--- config.mk ---
export PLATFORM = sky130hd
export DESIGN_NAME = chunked_ripple_adder
export DESIGN_NICKNAME = d
export VERILOG_FILES = /design/src/rtl/chunked_ripple_adder.sv
export SDC_FILE = /design/constraint.sdc
export NUM_CORES = 1
export LEC_CHECK = 0
export CAP_MARGIN = 10
export CELL_PAD_IN_SITES_DETAIL_PLACEMENT = 1
export CELL_PAD_IN_SITES_GLOBAL_PLACEMENT = 1
export CORE_UTILIZATION = 34
export CTS_CLUSTER_SIZE = 30
export DETAILED_ROUTE_END_ITERATION = 12
export PLACE_DENSITY = 0.73
export SKIP_LAST_GASP = 1
export SYNTH_ARGS = -nofsm -noshare
export SYNTH_HDL_FRONTEND = slang
export SYNTH_SLANG_ARGS = --single-unit
--- constraint.sdc ---
create_clock -name clk -period 2.6 [get_ports clk]
set_input_delay 0.26 -clock clk [delete_from_list [all_inputs] [get_ports clk]]
set_output_delay 0.26 -clock clk [all_outputs]
set_load 0.01 [all_outputs]
--- src/rtl/chunked_ripple_adder.sv ---
// chunked_ripple_adder: multi-cycle add/subtract, CHUNK bits per enabled cycle, LSB chunk first.
module chunked_ripple_adder #(
    parameter int WIDTH = 16,
    parameter int CHUNK = 4
) (
    input  logic             clk,
    input  logic             rst,
    input  logic             en,
    input  logic             start,
    input  logic             sub,
    input  logic             Cin,
    input  logic [WIDTH-1:0] A,
    input  logic [WIDTH-1:0] B,
    output logic [WIDTH-1:0] S,
    output logic             Cout,
    output logic             Ovf,
    output logic             busy,
    output logic             done
);
    localparam int NCH = WIDTH / CHUNK;
    localparam int KW  = NCH > 1 ? $clog2(NCH) : 1;

    if (WIDTH % CHUNK != 0) begin : g_bad_chunk
        $error("WIDTH must be a multiple of CHUNK");
    end

    typedef enum logic {IDLE, RUN} state_t;

    state_t           state_q, state_d;
    logic [WIDTH-1:0] a_q, a_d, b_q, b_d, s_q, s_d;
    logic [KW-1:0]    k_q, k_d;
    logic             c_q, c_d, cout_q, cout_d, ovf_q, ovf_d, done_q, done_d;
    logic [CHUNK-1:0] a_ch, b_ch;
    logic [CHUNK:0]   sum;
    logic             last;

    assign a_ch = a_q[k_q*CHUNK +: CHUNK];
    assign b_ch = b_q[k_q*CHUNK +: CHUNK];
    assign sum  = {1'b0, a_ch} + {1'b0, b_ch} + {{CHUNK{1'b0}}, c_q};
    assign last = k_q == KW'(NCH - 1);

    always_comb begin
        state_d = state_q;
        a_d     = a_q;
        b_d     = b_q;
        s_d     = s_q;
        k_d     = k_q;
        c_d     = c_q;
        cout_d  = cout_q;
        ovf_d   = ovf_q;
        done_d  = 1'b0;
        if (state_q == IDLE && start) begin
            a_d     = A;
            b_d     = sub ? ~B : B;
            c_d     = sub | Cin;
            k_d     = '0;
            state_d = RUN;
        end else if (state_q == RUN) begin
            s_d[k_q*CHUNK +: CHUNK] = sum[CHUNK-1:0];
            c_d = sum[CHUNK];
            k_d = k_q + 1'b1;
            if (last) begin
                cout_d  = sum[CHUNK];
                // carry into the MSB recovered from the MSB sum bit
                ovf_d   = sum[CHUNK] ^ (a_ch[CHUNK-1] ^ b_ch[CHUNK-1] ^ sum[CHUNK-1]);
                done_d  = 1'b1;
                state_d = IDLE;
            end
        end
    end

    always_ff @(posedge clk) begin
        if (rst) begin
            state_q <= IDLE;
            a_q     <= '0;
            b_q     <= '0;
            s_q     <= '0;
            k_q     <= '0;
            c_q     <= 1'b0;
            cout_q  <= 1'b0;
            ovf_q   <= 1'b0;
            done_q  <= 1'b0;
        end else if (en) begin
            state_q <= state_d;
            a_q     <= a_d;
            b_q     <= b_d;
            s_q     <= s_d;
            k_q     <= k_d;
            c_q     <= c_d;
            cout_q  <= cout_d;
            ovf_q   <= ovf_d;
            done_q  <= done_d;
        end
    end

    assign S    = s_q;
    assign Cout = cout_q;
    assign Ovf  = ovf_q;
    assign busy = state_q == RUN;
    assign done = done_q;
endmodule

==> impl_metrics.csv, run 1 <==
group,metric,value,unit
setup_path,crit_path_end_kind,"flip-flop",
detailed_routing,wl_per_cell,14.1,um
clock_network,cts_buffer_depth,2,
layout,syn_to_final_growth,30.9,%
hold_path,hold_path_end,"S[5]$_SDFFE_PP0P_",
die,start_util,0.353,
timing,finalCritPeriodShare,0.948,
die,rows,31,
timing,finalSetupTns,0,ns
global_routing,groute.usage.overall,0.169,
logic_synthesis,synth.top_cell.area_share,0.430,
setup_path,cp.required,2.83,ns
power,leakagePower,1.18,nW
timing,min_period,2.47,ns
clock_network,cts_tree,"yes",
setup_path,rrSetupSlack,0.13,ns
clock_network,clock_sinks,55,
setup_path,path_class,"reg -> reg",
timing,rsz0062_at_grt,"false",
layout,stdcell_area,3350,um^2
detailed_routing,drt-vias-per-instance,4.84,
die,io_pins,58,
power,power.density,525,nW/um^2
power,sw_frac_of_total,0.245,
clock_network,cts_buffers,5,
place,dpl_cell_area,3230,um^2
layout,layout-drive-gt1-share,0.108,
global_routing,grt_max_degree,49,
setup_path,path_cells,"mux4_2 > fa_2 > fa_1 > a21o_1 > a21oi_4 > xor2_1 > a211oi_1",
detailed_routing,drc,0,
detailed_routing,first_iter_violations,51,
power,netSwitchingPower,0.431,mW
setup_path,crit_arrival,2.70,ns
logic_synthesis,synth_area,2560,um^2
clock_network,clk_latency,0.31,ns
logic_synthesis,yosysWarnings,0,
global_routing,grt_pass1_vias,2057,
detailed_routing,firstDrtPassIters,4,
clock_network,cts-root-buf,"clkbuf_8",
power,seq_power_share,0.512,
clock_network,htreeDepth,2,
hold_path,min_path_cells,2,
setup_path,critPathMaxFanout,5,
die,dieArea,7890,um^2
job,drv_cap,0,
power,pwr-share-comb,0.156,
power,ir_drop,0.334,mV
clock_network,clk_pin_slew,0.10,ns
hold_path,holdCritStartpoint,"rst",
timing,fin_skew,0.00785,ns
power,clkPwrFrac,0.332,
die,core,7250,um^2
die,dieHeight,88.8,um
logic_synthesis,yosysSeqAreaShare,0.430,
setup_path,max_stage_delay,0.53,ns
setup_path,worstSetupStartpointType,"flip-flop",
hold_path,hp-class,"in -> reg",
logic_synthesis,synth-seq-cells,55,
timing,slew_viol_final,0,
die,fp.dieW,88.8,um
setup_path,slowest_stage,"mux4_2",
setup_path,ff2ff_path_depth,7,
clock_network,cts_hold_buf,0,
logic_synthesis,syn_avg_cell_area,9.53,um^2
timing,max_freq,0.406,GHz
timing,setup_violations,0,
global_routing,antenna_found_initial,0,
detailed_routing,ant_nets,0,
logic_synthesis,synth.distinct_cells,34,
timing,maxSlewHeadroom,0.604,
place,place.gp.congestion,0.789,
logic_synthesis,netlist_instances,269,
run_status,status,"finished clean",
power,p_int,1.33,mW
global_routing,grt_first_pass_wirelength,10000,um
timing,finalHoldViolCount,0,
layout,nNetsFinal,372,
global_routing,globalRoute.totalOverflow,0,
setup_path,r2r_start,"k_q[0]$_SDFFE_PP0P_",
timing,tightestPinTransition,0.595,ns
layout,n_antenna_cell,0,
layout,n_fill_cell,843,
place,portBuffers,57,
logic_synthesis,synthTopCellsByArea,"dfxtp_1 43%, mux4_2 7.0%, a211oi_1 6.2%",
logic_synthesis,synth_top_area_cell,"dfxtp_1",
place,dp_hpwl,4520,um
detailed_routing,wl,5960,um
detailed_routing,dr_total_vias,2052,
logic_synthesis,synthesis.nets,317,
setup_path,r2r_end,"Ovf$_SDFFE_PP0P_",
==> layout by cell type (no fill, tap or decap), types with 9 or more instances in the layout <==
cell type | synthesis | layout
clkdlybuf4s50_1 | 0 | 56
buf_4 | 4 | 10
dfxtp_1 | 55 | 54
nor2_1 | 38 | 37
a211oi_1 | 21 | 21
nand2_1 | 38 | 38
xnor2_1 | 16 | 16
a21oi_1 | 20 | 19
a22oi_1 | 9 | 9
==> registers in the layout (all words and copies together), names as in the netlist <==
signal	cells
Ovf	1
c_q	1
Cout	1
k_q	2
done	1
b_q	16
S	16
busy	1
a_q	16
==> power by group through the flow <==
| stage | registers (mW) | logic, mW | clock network [mW] |
|---|---|---|---|
| after global placement | 0.919 | 0.271 | 0 |
| final | 0.900 | 0.275 | 0.584 |
| after global routing | 0.905 | 0.302 | 0.643 |
| after detailed placement | 0.920 | 0.277 | 0 |
| after CTS | 0.901 | 0.278 | 0.604 |
| after floorplan | 0.911 | 0.170 | 0 |
==> how the worst max path moves through the flow <==
stage	start	to	slack, ns
after floorplan	k_q[0]$_SDFFE_PP0P_	Ovf$_SDFFE_PP0P_	0.04
after global placement	k_q[0]$_SDFFE_PP0P_	Ovf$_SDFFE_PP0P_	0.13
after detailed placement	k_q[0]$_SDFFE_PP0P_	Ovf$_SDFFE_PP0P_	0.07
after CTS	k_q[0]$_SDFFE_PP0P_	Ovf$_SDFFE_PP0P_	0.06
after global routing	k_q[0]$_SDFFE_PP0P_	Ovf$_SDFFE_PP0P_	0.01
final	k_q[0]$_SDFFE_PP0P_	Ovf$_SDFFE_PP0P_	0.13
==> repair_timing <==
item                                    in CTS  in global routing
resized for setup                            0                  2
buffers inserted                             0                  0
endpoints found under the setup margin       0                  3
==> critical path, delay by kind of cell, from the launching register on <==
family	cells	cell delay, ns
fa+ha+maj	2	0.80
xor+xnor	1	0.08
mux	1	0.53
flops	1	0.39
compound gates	3	0.59
==> stage by stage <==
stage                     std cells  setup WS, ns  power [mW]  utilization  hold slack [ns]
after floorplan                 269        0.0434        1.08            -            0.356
after global placement          416         0.130        1.19        0.445            0.443
after detailed placement        416        0.0661        1.20        0.445            0.448
after CTS                       424        0.0557        1.78        0.461            0.326
after global routing            424        0.0139        1.85        0.462            0.357
final                           424         0.134        1.76        0.462            0.328
==> synthesized netlist by cell type <==
library cell	number
dfxtp_1	55
nand2_1	38
nor2_1	38
a211oi_1	21
a21oi_1	20
xnor2_1	16
a22oi_1	9
ha_1	8
mux4_2	8
clkbuf_1	7
buf_2	5
o21ai_0	5
buf_4	4
nand2b_1	4
a32oi_1	3
inv_1	3
nand3_1	3
a21o_1	2
buf_6	2
fa_1	2
nor4b_4	2
xor2_1	2
and2_1	1
and3_1	1
and4_1	1
clkbuf_4	1
nand3_2	1
nand4_1	1
nor2b_1	1
nor4_4	1
nor4b_1	1
o21bai_1	1
or2_1	1
or3b_1	1
==> final cells by class <==
cell class              count  area (um^2)  area share
well taps                  99          124      0.0369
repair buffers             67          641       0.191
flip-flops and latches     55         1100       0.329
multi-input cells         192         1360       0.404
clock inverters             2         35.0      0.0104
clock buffers               6         82.6      0.0246
inverters                   3         11.3     0.00336
==> cell families after synthesis <==
group,synth area share
simple gates,0.180
compound gates,0.156
flops,0.430
buf+inv,0.0479
xor+xnor,0.0615
fa+ha+maj,0.0547
mux,0.0703
==> layer usage <==
| metal | vias up | GRT usage | wire (um) |
|---|---|---|---|
| li1 | 1043 | - | - |
| met1 | 958 | 0.218 | 2770 |
| met2 | 43 | 0.280 | 2900 |
| met3 | 8 | 0.0364 | 203 |
| met4 | 0 | 0.0557 | 82 |
| met5 | - | 0 | 0 |
Note: power is estimated with default switching activity, not from simulation.
==> inputs of run 2 (changes only) <==
--- a/config.mk
+++ b/config.mk
@@ -12,6 +12,7 @@
 export CTS_CLUSTER_SIZE = 30
 export DETAILED_ROUTE_END_ITERATION = 12
 export PLACE_DENSITY = 0.73
+export REMOVE_ABC_BUFFERS = 1
 export SKIP_LAST_GASP = 1
 export SYNTH_ARGS = -nofsm -noshare
 export SYNTH_HDL_FRONTEND = slang
==> run 2 against run 1 <==
Against the previous run: worst hold slack improved by 0.093 ns; clock skew fell by 0.0058 ns; highest routed layer unchanged; largest power group unchanged; worst setup slack worse by 0.044 ns; clock power down 6.2%; first-iteration DRC count decreased by 14%; global-route usage shrank 0.25 points; cell count is 0.24% higher; critical path depth did not move; sequential share of layout area stayed put.
==> impl_metrics.csv, run 2 (synthesized netlist as in run 1, its figures left out) <==
group,metric,value,unit
global_routing,antenna_found_initial,0,
clock_network,cts_buffer_depth,2,
setup_path,slowest_stage,"mux4_2",
timing,rsz0062_at_grt,"true",
timing,finalHoldViolCount,0,
place,portBuffers,57,
die,fp.dieW,88.8,um
job,drv_cap,0,
clock_network,cts_tree,"yes",
die,rows,31,
setup_path,crit_path_end_kind,"flip-flop",
setup_path,crit_arrival,2.73,ns
power,power.density,513,nW/um^2
global_routing,grt_max_degree,33,
die,dieHeight,88.8,um
hold_path,hp-class,"in -> reg",
clock_network,clock_sinks,55,
timing,fin_skew,0.00202,ns
detailed_routing,first_iter_violations,44,
clock_network,cts_buffers,5,
place,dp.cells,418,
detailed_routing,wl_per_cell,14.1,um
detailed_routing,drc,0,
clock_network,cts-root-buf,"clkbuf_8",
layout,final_cells,425,
global_routing,grt_pass1_vias,2135,
clock_network,cts_hold_buf,0,
timing,setup_violations,0,
detailed_routing,drt-vias-per-instance,4.89,
setup_path,max_stage_delay,0.53,ns
timing,min_period,2.51,ns
setup_path,path_class,"reg -> reg",
die,dieArea,7890,um^2
setup_path,cp.buffers_inverters,0,
die,start_util,0.353,
layout,final_cell_mix,"56 x clkdlybuf4s50_1, 54 x dfxtp_1, 38 x nand2_1",
die,io_pins,58,
global_routing,globalRoute.totalOverflow,0,
layout,syn_to_final_growth,30.9,%
place,place.gp.congestion,0.775,
clock_network,clk_latency,0.30,ns
layout,n_antenna_cell,0,
global_routing,grt_first_pass_wirelength,10100,um
global_routing,groute.usage.overall,0.166,
detailed_routing,dr_total_vias,2079,
run_status,status,"finished clean",
setup_path,path_cells,"mux4_2 > fa_2 > fa_1 > a21o_1 > a21oi_4 > xor2_1 > a211oi_1",
timing,slew_viol_final,0,
detailed_routing,ant_nets,0,
timing,maxSlewHeadroom,0.608,
power,leakagePower,1.18,nW
clock_network,htreeDepth,2,
timing,tightestPinTransition,0.586,ns
layout,nNetsFinal,374,
setup_path,worstSetupStartpointType,"flip-flop",
setup_path,critPathMaxFanout,5,
setup_path,cp.required,2.82,ns
clock_network,clk_pin_slew,0.09,ns
timing,finalCritPeriodShare,0.965,
die,core,7250,um^2
setup_path,worst_path_dominant_cell_family,"adder cells",
place,dpl_cell_area,3230,um^2
power,ir_drop,0.188,mV
detailed_routing,firstDrtPassIters,4,
layout,stdcell_area,3350,um^2
layout,mostFrequentLayoutCell,"clkdlybuf4s50_1",
layout,layout-drive-gt1-share,0.107,
detailed_routing,wl,5990,um
place,dp_hpwl,4480,um
timing,max_freq,0.398,GHz
## run 2: cell type report
| type | count | area (um^2) |
|---|---|---|
| Fill cell | 848 | 3900 |
| Multi-Input combinational cell | 192 | 1360 |
| Clock buffer | 6 | 72.6 |
| Sequential cell | 55 | 1100 |
| Clock inverter | 1 | 30.0 |
| Tap cell | 99 | 124 |
| Inverter | 3 | 11.3 |
| Timing Repair Buffer | 69 | 656 |
## run 2: worst paths after layout
check | end | from | slack (ns) | cells after the start
hold reg to reg | a_q[14]$_SDFFE_PP0P_ | a_q[14]$_SDFFE_PP0P_ | 0.46 | 2
setup / recovery | Ovf$_SDFFE_PP0P_ | k_q[0]$_SDFFE_PP0P_ | 0.09 | 7
setup reg to reg | Ovf$_SDFFE_PP0P_ | k_q[0]$_SDFFE_PP0P_ | 0.09 | 7
hold / removal | done$_SDFFE_PP0P_ | rst | 0.42 | 2
## run 2: layer usage
| layer | global-route usage | wire (um) | up-vias |
|---|---|---|---|
| li1 | - | - | 1045 |
| met1 | 0.196 | 2650 | 992 |
| met2 | 0.310 | 3090 | 36 |
| met3 | 0.0308 | 180 | 6 |
| met4 | 0.0396 | 62 | 0 |
| met5 | 0 | 0 | - |
## run 2: power by group
part	leakage (nW)	internal [mW]	switching, mW	total (mW)
combinational	0.679	0.141	0.133	0.274
clock	0.0513	0.283	0.265	0.548
sequential	0.449	0.876	0.0223	0.898
total	1.18	1.30	0.421	1.72
## run 2: timing repair
item / CTS / global route
gates resized for setup: 4 / 1
gates cloned: 0 / 0
endpoints found under the setup margin: 8 / 9
setup buffers: 0 / 0
## run 2: metrics by stage
stage                util  hold WS, ns  TNS, ns  worst slack [ns]  power (mW)
floorplan               -        0.329   -0.923            -0.330        1.05
global placement    0.446        0.445   -0.108           -0.0637        1.19
finish              0.462        0.421        0            0.0902        1.72
global route        0.462        0.461   -0.120           -0.0525        1.80
CTS                 0.462        0.431        0           0.00685        1.74
detailed placement  0.446        0.448   -0.724            -0.188        1.19
==> inputs of run 3 (changes only) <==
--- a/config.mk
+++ b/config.mk
@@ -5,13 +5,14 @@
 export SDC_FILE = /design/constraint.sdc
 export NUM_CORES = 1
 export LEC_CHECK = 0
+export ABC_AREA = 1
 export CAP_MARGIN = 10
 export CELL_PAD_IN_SITES_DETAIL_PLACEMENT = 1
 export CELL_PAD_IN_SITES_GLOBAL_PLACEMENT = 1
-export CORE_UTILIZATION = 34
+export CORE_UTILIZATION = 33
 export CTS_CLUSTER_SIZE = 30
 export DETAILED_ROUTE_END_ITERATION = 12
-export PLACE_DENSITY = 0.73
+export PLACE_DENSITY = 0.74
 export REMOVE_ABC_BUFFERS = 1
 export SKIP_LAST_GASP = 1
 export SYNTH_ARGS = -nofsm -noshare
==> run 3 against run 2 <==
Against the previous run: cell count up 20%; maximum frequency up 4.6%; area after synthesis up 3.2%; critical path type unchanged; die area up 6.1%; global-route usage up 1.8 points; largest cell class unchanged.
==> impl_metrics.csv, run 3 <==
group,metric,value,unit
power,netSwitchingPower,0.487,mW
detailed_routing,wl,7210,um
die,start_util,0.342,
power,seq_power_share,0.498,
logic_synthesis,synth-seq-cells,55,
detailed_routing,met2_length,3460,um
detailed_routing,wl_per_cell,14.1,um
setup_path,path_class,"reg -> reg",
global_routing,groute.usage.overall,0.184,
detailed_routing,dr_total_vias,2505,
setup_path,rrSetupSlack,0.20,ns
setup_path,crit_arrival,2.67,ns
setup_path,crit_path_end_kind,"flip-flop",
timing,finalHoldViolCount,0,
timing,fin_skew,0.0153,ns
logic_synthesis,synth.most_common_cell,"nand2_1",
clock_network,cts_tree,"yes",
timing,worst_slack,0.200,ns
layout,final_core_util,0.451,
power,power.density,514,nW/um^2
die,core,7730,um^2
clock_network,cts-root-buf,"clkbuf_8",
clock_network,clk_latency,0.32,ns
logic_synthesis,synth_top_area_cell,"dfxtp_1",
die,rows,32,
layout,final_cell_mix,"68 x nand2_1, 57 x clkdlybuf4s50_1, 55 x dfxtp_1",
clock_network,cts_buffers,5,
timing,finalCritPeriodShare,0.923,
logic_synthesis,yosysSeqAreaShare,0.416,
global_routing,globalRoute.totalOverflow,0,
hold_path,min_path_cells,2,
detailed_routing,wl_met3,220,um
logic_synthesis,synth.top_cell.area_share,0.416,
detailed_routing,top_layer,"met4",
place,dp_hpwl,5540,um
global_routing,grt_max_degree,33,
power,clkPwrFrac,0.323,
die,fp.dieW,91.5,um
setup_path,r2r_start,"k_q[0]$_SDFFE_PP0P_",
place,preCtsSetupSlack,0.0435,ns
logic_synthesis,netlist_instances,352,
logic_synthesis,synthTopCellsByArea,"dfxtp_1 42%, nand2_1 9.7%, a21oi_1 9.1%",
global_routing,grt_pass1_vias,2587,
clock_network,htreeDepth,2,
die,io_pins,58,
timing,min_period,2.40,ns
setup_path,cp.required,2.87,ns
power,ir_drop,0.206,mV
power,pwr-share-comb,0.178,
timing,max_freq,0.417,GHz
logic_synthesis,syn_avg_cell_area,7.51,um^2
logic_synthesis,synth-async-reset-ratio,0,
power,sw_frac_of_total,0.272,
layout,mostFrequentLayoutCell,"nand2_1",
clock_network,cts_buffer_depth,2,
layout,n_fill_cell,963,
die,dieArea,8370,um^2
timing,tightestPinTransition,0.453,ns
detailed_routing,first_iter_violations,55,
setup_path,worstSetupStartpointType,"flip-flop",
layout,nNetsFinal,457,
setup_path,ff2ff_path_depth,10,
clock_network,cts_hold_buf,0,
place,portBuffers,57,
detailed_routing,drc,0,
logic_synthesis,yosysWarnings,0,
hold_path,hp-class,"reg -> reg",
detailed_routing,ant_nets,0,
timing,rsz0062_at_grt,"false",
power,p_int,1.31,mW
logic_synthesis,synth_area,2640,um^2
detailed_routing,drt-vias-per-instance,4.89,
place,place.gp.congestion,0.834,
power,fin_total_pwr,1.79,mW
timing,slew_viol_final,0,
setup_path,critPathMaxFanout,7,
logic_synthesis,synthTopCellsByCount,"68 x nand2_1, 55 x dfxtp_1, 48 x a21oi_1",
logic_synthesis,synth.distinct_cells,27,
job,drv_cap,0,
layout,syn_to_final_growth,31.9,%
global_routing,antenna_found_initial,0,
power,leakagePower,1.31,nW
timing,maxSlewHeadroom,0.697,
timing,whs,0.466,ns
logic_synthesis,synth-main-ff-cell,"dfxtp_1",
logic_synthesis,synth_edf_count,0,
setup_path,r2r_end,"S[6]$_SDFFE_PP0P_",
layout,n_antenna_cell,0,
hold_path,hold_path_end,"done$_SDFFE_PP0P_",
clock_network,clock_sinks,55,
timing,finalSetupTns,0,ns
detailed_routing,firstDrtPassIters,4,
layout,layout-drive-gt1-share,0.0805,
timing,setup_violations,0,
run_status,status,"finished clean",
global_routing,grt_first_pass_wirelength,12300,um
clock_network,clk_pin_slew,0.11,ns
detailed_routing,wl_met1,3390,um
die,dieHeight,91.5,um
hold_path,holdCritStartpoint,"done$_SDFFE_PP0P_",
-- run 3: critical path, cell delays in order (launching register included) --
cell	delay (ns)
dfxtp_1	0.38
buf_4	0.18
o21ai_0	0.19
o22ai_1	0.12
fa_2	0.39
fa_1	0.46
xor2_2	0.19
nand2_1	0.07
nor2_1	0.17
a22oi_1	0.10
nor2_1	0.10
-- run 3: logic make-up (layout without fill, tap and decap cells) --
kind of cell,after synthesis,after routing,synth area share
XOR/XNOR,17,17,0.0563
AND/OR/NAND/NOR,143,143,0.235
buffers and inverters,40,98,0.0653
adder cells (fa/ha/maj),10,10,0.0530
flip-flops,55,55,0.416
AO/OA/AOI/OAI,87,87,0.174
-- run 3: metrics by stage --
step                std cells  area, um^2
finish                    512        3490
floorplan                 329        2530
global placement          503        3360
CTS                       511        3470
detailed placement        503        3360
global route              512        3490
-- run 3: worst max path at each step --
stage,start,endpoint,cells after the start
after floorplan,k_q[0]$_SDFFE_PP0P_,S[6]$_SDFFE_PP0P_,10
after global placement,k_q[0]$_SDFFE_PP0P_,S[6]$_SDFFE_PP0P_,10
after detailed placement,k_q[0]$_SDFFE_PP0P_,S[6]$_SDFFE_PP0P_,10
after CTS,k_q[0]$_SDFFE_PP0P_,S[6]$_SDFFE_PP0P_,10
after global routing,k_q[0]$_SDFFE_PP0P_,Ovf$_SDFFE_PP0P_,11
final,k_q[0]$_SDFFE_PP0P_,S[6]$_SDFFE_PP0P_,10
-- run 3: metal layers --
layer  vias up  track usage
met5         -            0
met4         0       0.0569
met3        10       0.0335
met2        51        0.314
met1      1155        0.234
li1       1289            -
-- run 3: area by class of cell --
cell class	instances	area [um^2]	area share
sequential	55	1100	0.316
multi-input combinational	257	1380	0.396
inverter	17	63.8	0.0183
clock inverter	3	43.8	0.0126
timing repair buffer	73	703	0.202
tap	102	128	0.0366
clock buffer	5	68.8	0.0197
-- run 3: power by group through the flow --
stage / Combinational, mW / Sequential, mW / Clock [mW]
2_1_floorplan: 0.147 / 0.910 / 0
3_3_place_gp: 0.301 / 0.911 / 0
3_5_place_dp: 0.309 / 0.912 / 0
4_1_cts: 0.312 / 0.893 / 0.594
5_1_grt: 0.356 / 0.896 / 0.629
6_report: 0.320 / 0.893 / 0.579
-- run 3: what timing repair did --
action                                  CTS  global route
setup buffers                             0             1
gates resized for setup                   0             3
endpoints found under the setup margin    0             7
==> patch 1 (flow settings as in run 2) <==
The parameter `WIDTH` goes from 16 to 64.
--- a/src/rtl/chunked_ripple_adder.sv
+++ b/src/rtl/chunked_ripple_adder.sv
@@ -1,5 +1,5 @@
 // chunked_ripple_adder: multi-cycle add/subtract, CHUNK bits per enabled cycle, LSB chunk first.
 module chunked_ripple_adder #(
-    parameter int WIDTH = 16,
+    parameter int WIDTH = 64,
     parameter int CHUNK = 4
 ) (
Ports: changed (resized A, B and S); port bits go from 58 to 202. The function was not compared with the original's and may differ.
==> patch 1 against run 2 <==
- combinational power grew to 3.7 times the old value
- critical path type unchanged
- design area grew to 3.9 times the old value
- power grew to 4.4 times the old value
- sequential cell count is 146 higher
- area after synthesis grew to 3.6 times the old value
- wire length grew to 4.7 times the old value
- the run now ends with negative setup slack left
- clock skew is 0.0051 ns higher
- worst setup slack worse by 0.50 ns
==> patch 1: results (changes against run 2) <==
<table>
<tr><th>Metric</th><th>Value</th></tr>
<tr><th colspan="2">GRT</th></tr>
<tr><td>Met2 usage</td><td>35.16% (+4.1 points)</td></tr>
<tr><td>Maximum number of pins on one net before global-route repair</td><td>78 (+140%)</td></tr>
<tr><td>GR Util All Layers</td><td>20.11% (+3.5 points)</td></tr>
<tr><td>Number of global-route vias before repair</td><td>8104 (+280%)</td></tr>
<tr><th colspan="2">CTS</th></tr>
<tr><td>Clock tree root buffer cell</td><td>sky130_fd_sc_hd__clkbuf_16</td></tr>
<tr><td>Buffer levels on the longest clock path</td><td>3 (+1)</td></tr>
<tr><td>TritonCTS Buffers</td><td>23 (+18)</td></tr>
<tr><th colspan="2">Timing</th></tr>
<tr><td>Min setup slack post-route</td><td>-0.4055 ns (-0.4958 ns)</td></tr>
<tr><td>Final number of setup-violating endpoints</td><td>51 (+51)</td></tr>
<tr><th colspan="2">Yosys</th></tr>
<tr><td>Area fraction in compound gates after synthesis</td><td>15.00% (-0.58 points)</td></tr>
<tr><td>Fraction of synthesized cell area in xor and xnor cells</td><td>6.722% (+0.57 points)</td></tr>
<tr><td>Multiplexer fraction of the synthesized cell area</td><td>12.66% (+5.6 points)</td></tr>
<tr><td>Most instantiated cells after synthesis</td><td>201 x sky130_fd_sc_hd__dfxtp_1, 147 x sky130_fd_sc_hd__nand2_1, 130 x sky130_fd_sc_hd__nor2_1, 70 x sky130_fd_sc_hd__a21oi_1</td></tr>
<tr><td>Number of distinct library cells after synthesis</td><td>54 (+59%)</td></tr>
<tr><th colspan="2">Routing</th></tr>
<tr><td>Met1 Routed Length</td><td>12.48 mm (+370%)</td></tr>
<tr><td>Met2 routed wirelength</td><td>14.18 mm (+360%)</td></tr>
<tr><td>Routed via count divided by cell count</td><td>5.054 (+3.3%)</td></tr>
<tr><td>Iteration-0 DRC count of the detailed router</td><td>446 (+910%)</td></tr>
<tr><th colspan="2">Power</th></tr>
<tr><td>IR Drop Worst-Case VDD</td><td>0.3057 mV (+62%)</td></tr>
<tr><th colspan="2">Place</th></tr>
<tr><td>Minimum setup slack after placement</td><td>-0.4992 ns (-0.3108 ns)</td></tr>
<tr><td>Routability congestion estimate</td><td>0.7467 (-3.7%)</td></tr>
<tr><th colspan="2">Outcome</th></tr>
<tr><td>Status</td><td>finished, violations left</td></tr>
<tr><td>Violated checks</td><td>negative setup slack</td></tr>
<tr><th colspan="2">Finish</th></tr>
<tr><td>Fill cell instance count of the final layout</td><td>2935 (+250%)</td></tr>
<tr><th colspan="2">Setup path</th></tr>
<tr><td>Worst path arrival time</td><td>3.36 ns (+0.63 ns)</td></tr>
</table>
==> patch 1: layout make-up <==
class | instances | area [sq um] | area share, %
tap | 341 | 426.7 | 3.277
clock inverter | 8 | 90.09 | 0.6918
clock buffer | 32 | 649.4 | 4.987
inverter | 9 | 36.28 | 0.2787
timing repair buffer | 268 | 2733 | 20.99
sequential | 201 | 4033 | 30.97
multi-input combinational | 682 | 5054 | 38.81
==> patch 1: through the flow <==
| step | hold slack (ns) | total power (uW) | cell area (sq um) | instances |
|---|---|---|---|---|
| after floorplan | 0.3291 | 3775 | 8837 | 892 |
| after global placement | 0.4416 | 4241 | 11800 | 1486 |
| after detailed placement | 0.4488 | 4266 | 11800 | 1486 |
| after CTS | 0.1882 | 7534 | 12740 | 1530 |
| after global routing | 0.2175 | 7813 | 13020 | 1541 |
| final | 0.1931 | 7490 | 13020 | 1541 |
==> patch 1: power by group <==
group,switching (uW),internal [uW]
registers,72.0,3200
logic,492,527
clock network,1270,1930
==> patch 2 (settings of run 2) <==
Without the edit above. Register the output `done` once more, cleared by the reset; this adds one clock of latency there. The other outputs are not delayed to match.
--- a/src/rtl/chunked_ripple_adder.sv
+++ b/src/rtl/chunked_ripple_adder.sv
@@ -98,5 +98,11 @@
     assign Ovf  = ovf_q;
     assign busy = state_q == RUN;
-    assign done = done_q;
+    always_ff @(posedge clk) begin
+        if (rst) begin
+            done <= '0;
+        end else begin
+            done <= done_q;
+        end
+    end
 endmodule
 
Behaviour: not the same (a bounded check fails within 10 cycles, from zero or initial values and one cycle with rst high).
==> patch 2 against run 2 <==
- utilization rose by 0.20 points
- sequential share of layout area rose by 0.27 points
- clock power fell by 10%
- sequential power rose by 2%
- sequential cell count rose by 1
- power fell by 2.1%
- worst setup slack got worse by 0.0024 ns
- area after synthesis rose by 0.49%
- design area rose by 0.97%
- wire length fell by 2.1%
- critical path type unchanged
- largest cell class unchanged
- largest power group unchanged
==> patch 2: results (changes against run 2) <==
<table>
<tr><th>Metric</th><th>Value</th></tr>
<tr><th colspan="2">Setup path</th></tr>
<tr><td>Worst path arrival time</td><td>2.74 ns (about the same)</td></tr>
<tr><th colspan="2">Power</th></tr>
<tr><td>Fraction of power consumed by the clock network</td><td>29.1% (-2.8 points)</td></tr>
<tr><td>IR Drop Worst-Case VDD</td><td>0.2174 mV (+15%)</td></tr>
<tr><td>Combinational-cell power consumption</td><td>281 uW (+3%)</td></tr>
<tr><th colspan="2">Timing</th></tr>
<tr><td>Part of the cycle the worst path needs</td><td>96.62% (about the same)</td></tr>
<tr><td>Setup clock skew after layout</td><td>0.002491 ns (+0.0004661 ns)</td></tr>
<tr><td>Worst hold slack after final layout</td><td>0.4073 ns (-0.01423 ns)</td></tr>
<tr><th colspan="2">Finish</th></tr>
<tr><td>Inverters</td><td>2 (-1)</td></tr>
<tr><td>Area used by multi-input combinational logic</td><td>1368 sq um (+0.92%)</td></tr>
<tr><td>Share of final-layout standard cells stronger than drive strength 1</td><td>11.62% (+0.88 points)</td></tr>
<tr><td>Fill cell instance count of the final layout</td><td>861 (+1.5%)</td></tr>
<tr><td>Clock buffer cells</td><td>7 (+1)</td></tr>
<tr><th colspan="2">Routing</th></tr>
<tr><td>Iteration-0 DRC count of the detailed router</td><td>39 (-11%)</td></tr>
<tr><th colspan="2">Yosys</th></tr>
<tr><td>Most instantiated cells after synthesis</td><td>56 x sky130_fd_sc_hd__dfxtp_1, 37 x sky130_fd_sc_hd__nand2_1, 37 x sky130_fd_sc_hd__nor2_1, 22 x sky130_fd_sc_hd__a21oi_1, 21 x sky130_fd_sc_hd__a211oi_1</td></tr>
<tr><td>Multiplexer fraction of the synthesized cell area</td><td>6.997% (-0.034 points)</td></tr>
<tr><th colspan="2">CTS</th></tr>
<tr><td>Sink Count</td><td>56 (+1.8%)</td></tr>
<tr><th colspan="2">Hold path</th></tr>
<tr><td>Hold Path Sink</td><td>done</td></tr>
<tr><th colspan="2">GRT</th></tr>
<tr><td>First-pass GRT wire length</td><td>9.832 mm (-2.7%)</td></tr>
<tr><th colspan="2">Floorplan</th></tr>
<tr><td>Area of the die</td><td>7925 sq um (+0.47%)</td></tr>
<tr><th colspan="2">Outcome</th></tr>
<tr><td>Status</td><td>finished, final reports clean</td></tr>
</table>
[patch 2: through the flow]
| step | cells | power (uW) | utilization (%) | TNS [ns] |
|---|---|---|---|---|
| after global routing | 426 | 1766 | 46.43 | -0.02151 |
| after floorplan | 250 | 1066 | - | -1.101 |
| after CTS | 426 | 1714 | 46.29 | 0 |
| after detailed placement | 418 | 1216 | 44.94 | -0.2001 |
| after global placement | 418 | 1208 | 44.94 | -0.005999 |
| final | 426 | 1685 | 46.43 | 0 |
[patch 2: what timing repair did]
| item | in CTS | in global routing |
|---|---|---|
| hold endpoints to repair | 0 | 0 |
| pin swaps | 0 | 1 |
| gates resized for setup | 2 | 3 |
| endpoints found under the setup margin | 7 | 8 |
[patch 2: layer usage]
layer / track usage (%) / vias up / part of all wire, % / wire (um)
met2: 28.46 / 41 / 49 / 2874
met3: 3.047 / 6 / 3.5 / 203
met4: 4.329 / 0 / 1.2 / 68
met5: 0 / - / 0 / 0
li1: - / 1061 / - / -
met1: 20.66 / 983 / 46 / 2711
[patch 2: worst max-delay path by stage]
stage	startpoint	end	cells after the start
floorplan	k_q[0]	Ovf	7
global placement	k_q[0]	Ovf	7
detailed placement	k_q[0]	Ovf	7
CTS	k_q[0]	Ovf	7
global route	k_q[0]	Ovf	7
finish	k_q[0]	Ovf	7
[patch 2: worst max-delay path: stages (launching register included)]
cell	delay, ns
sky130_fd_sc_hd__dfxtp_4	0.39
sky130_fd_sc_hd__mux4_2	0.54
sky130_fd_sc_hd__fa_2	0.40
sky130_fd_sc_hd__fa_1	0.41
sky130_fd_sc_hd__a21o_1	0.21
sky130_fd_sc_hd__a21oi_2	0.18
sky130_fd_sc_hd__xor2_1	0.09
sky130_fd_sc_hd__a211oi_1	0.23
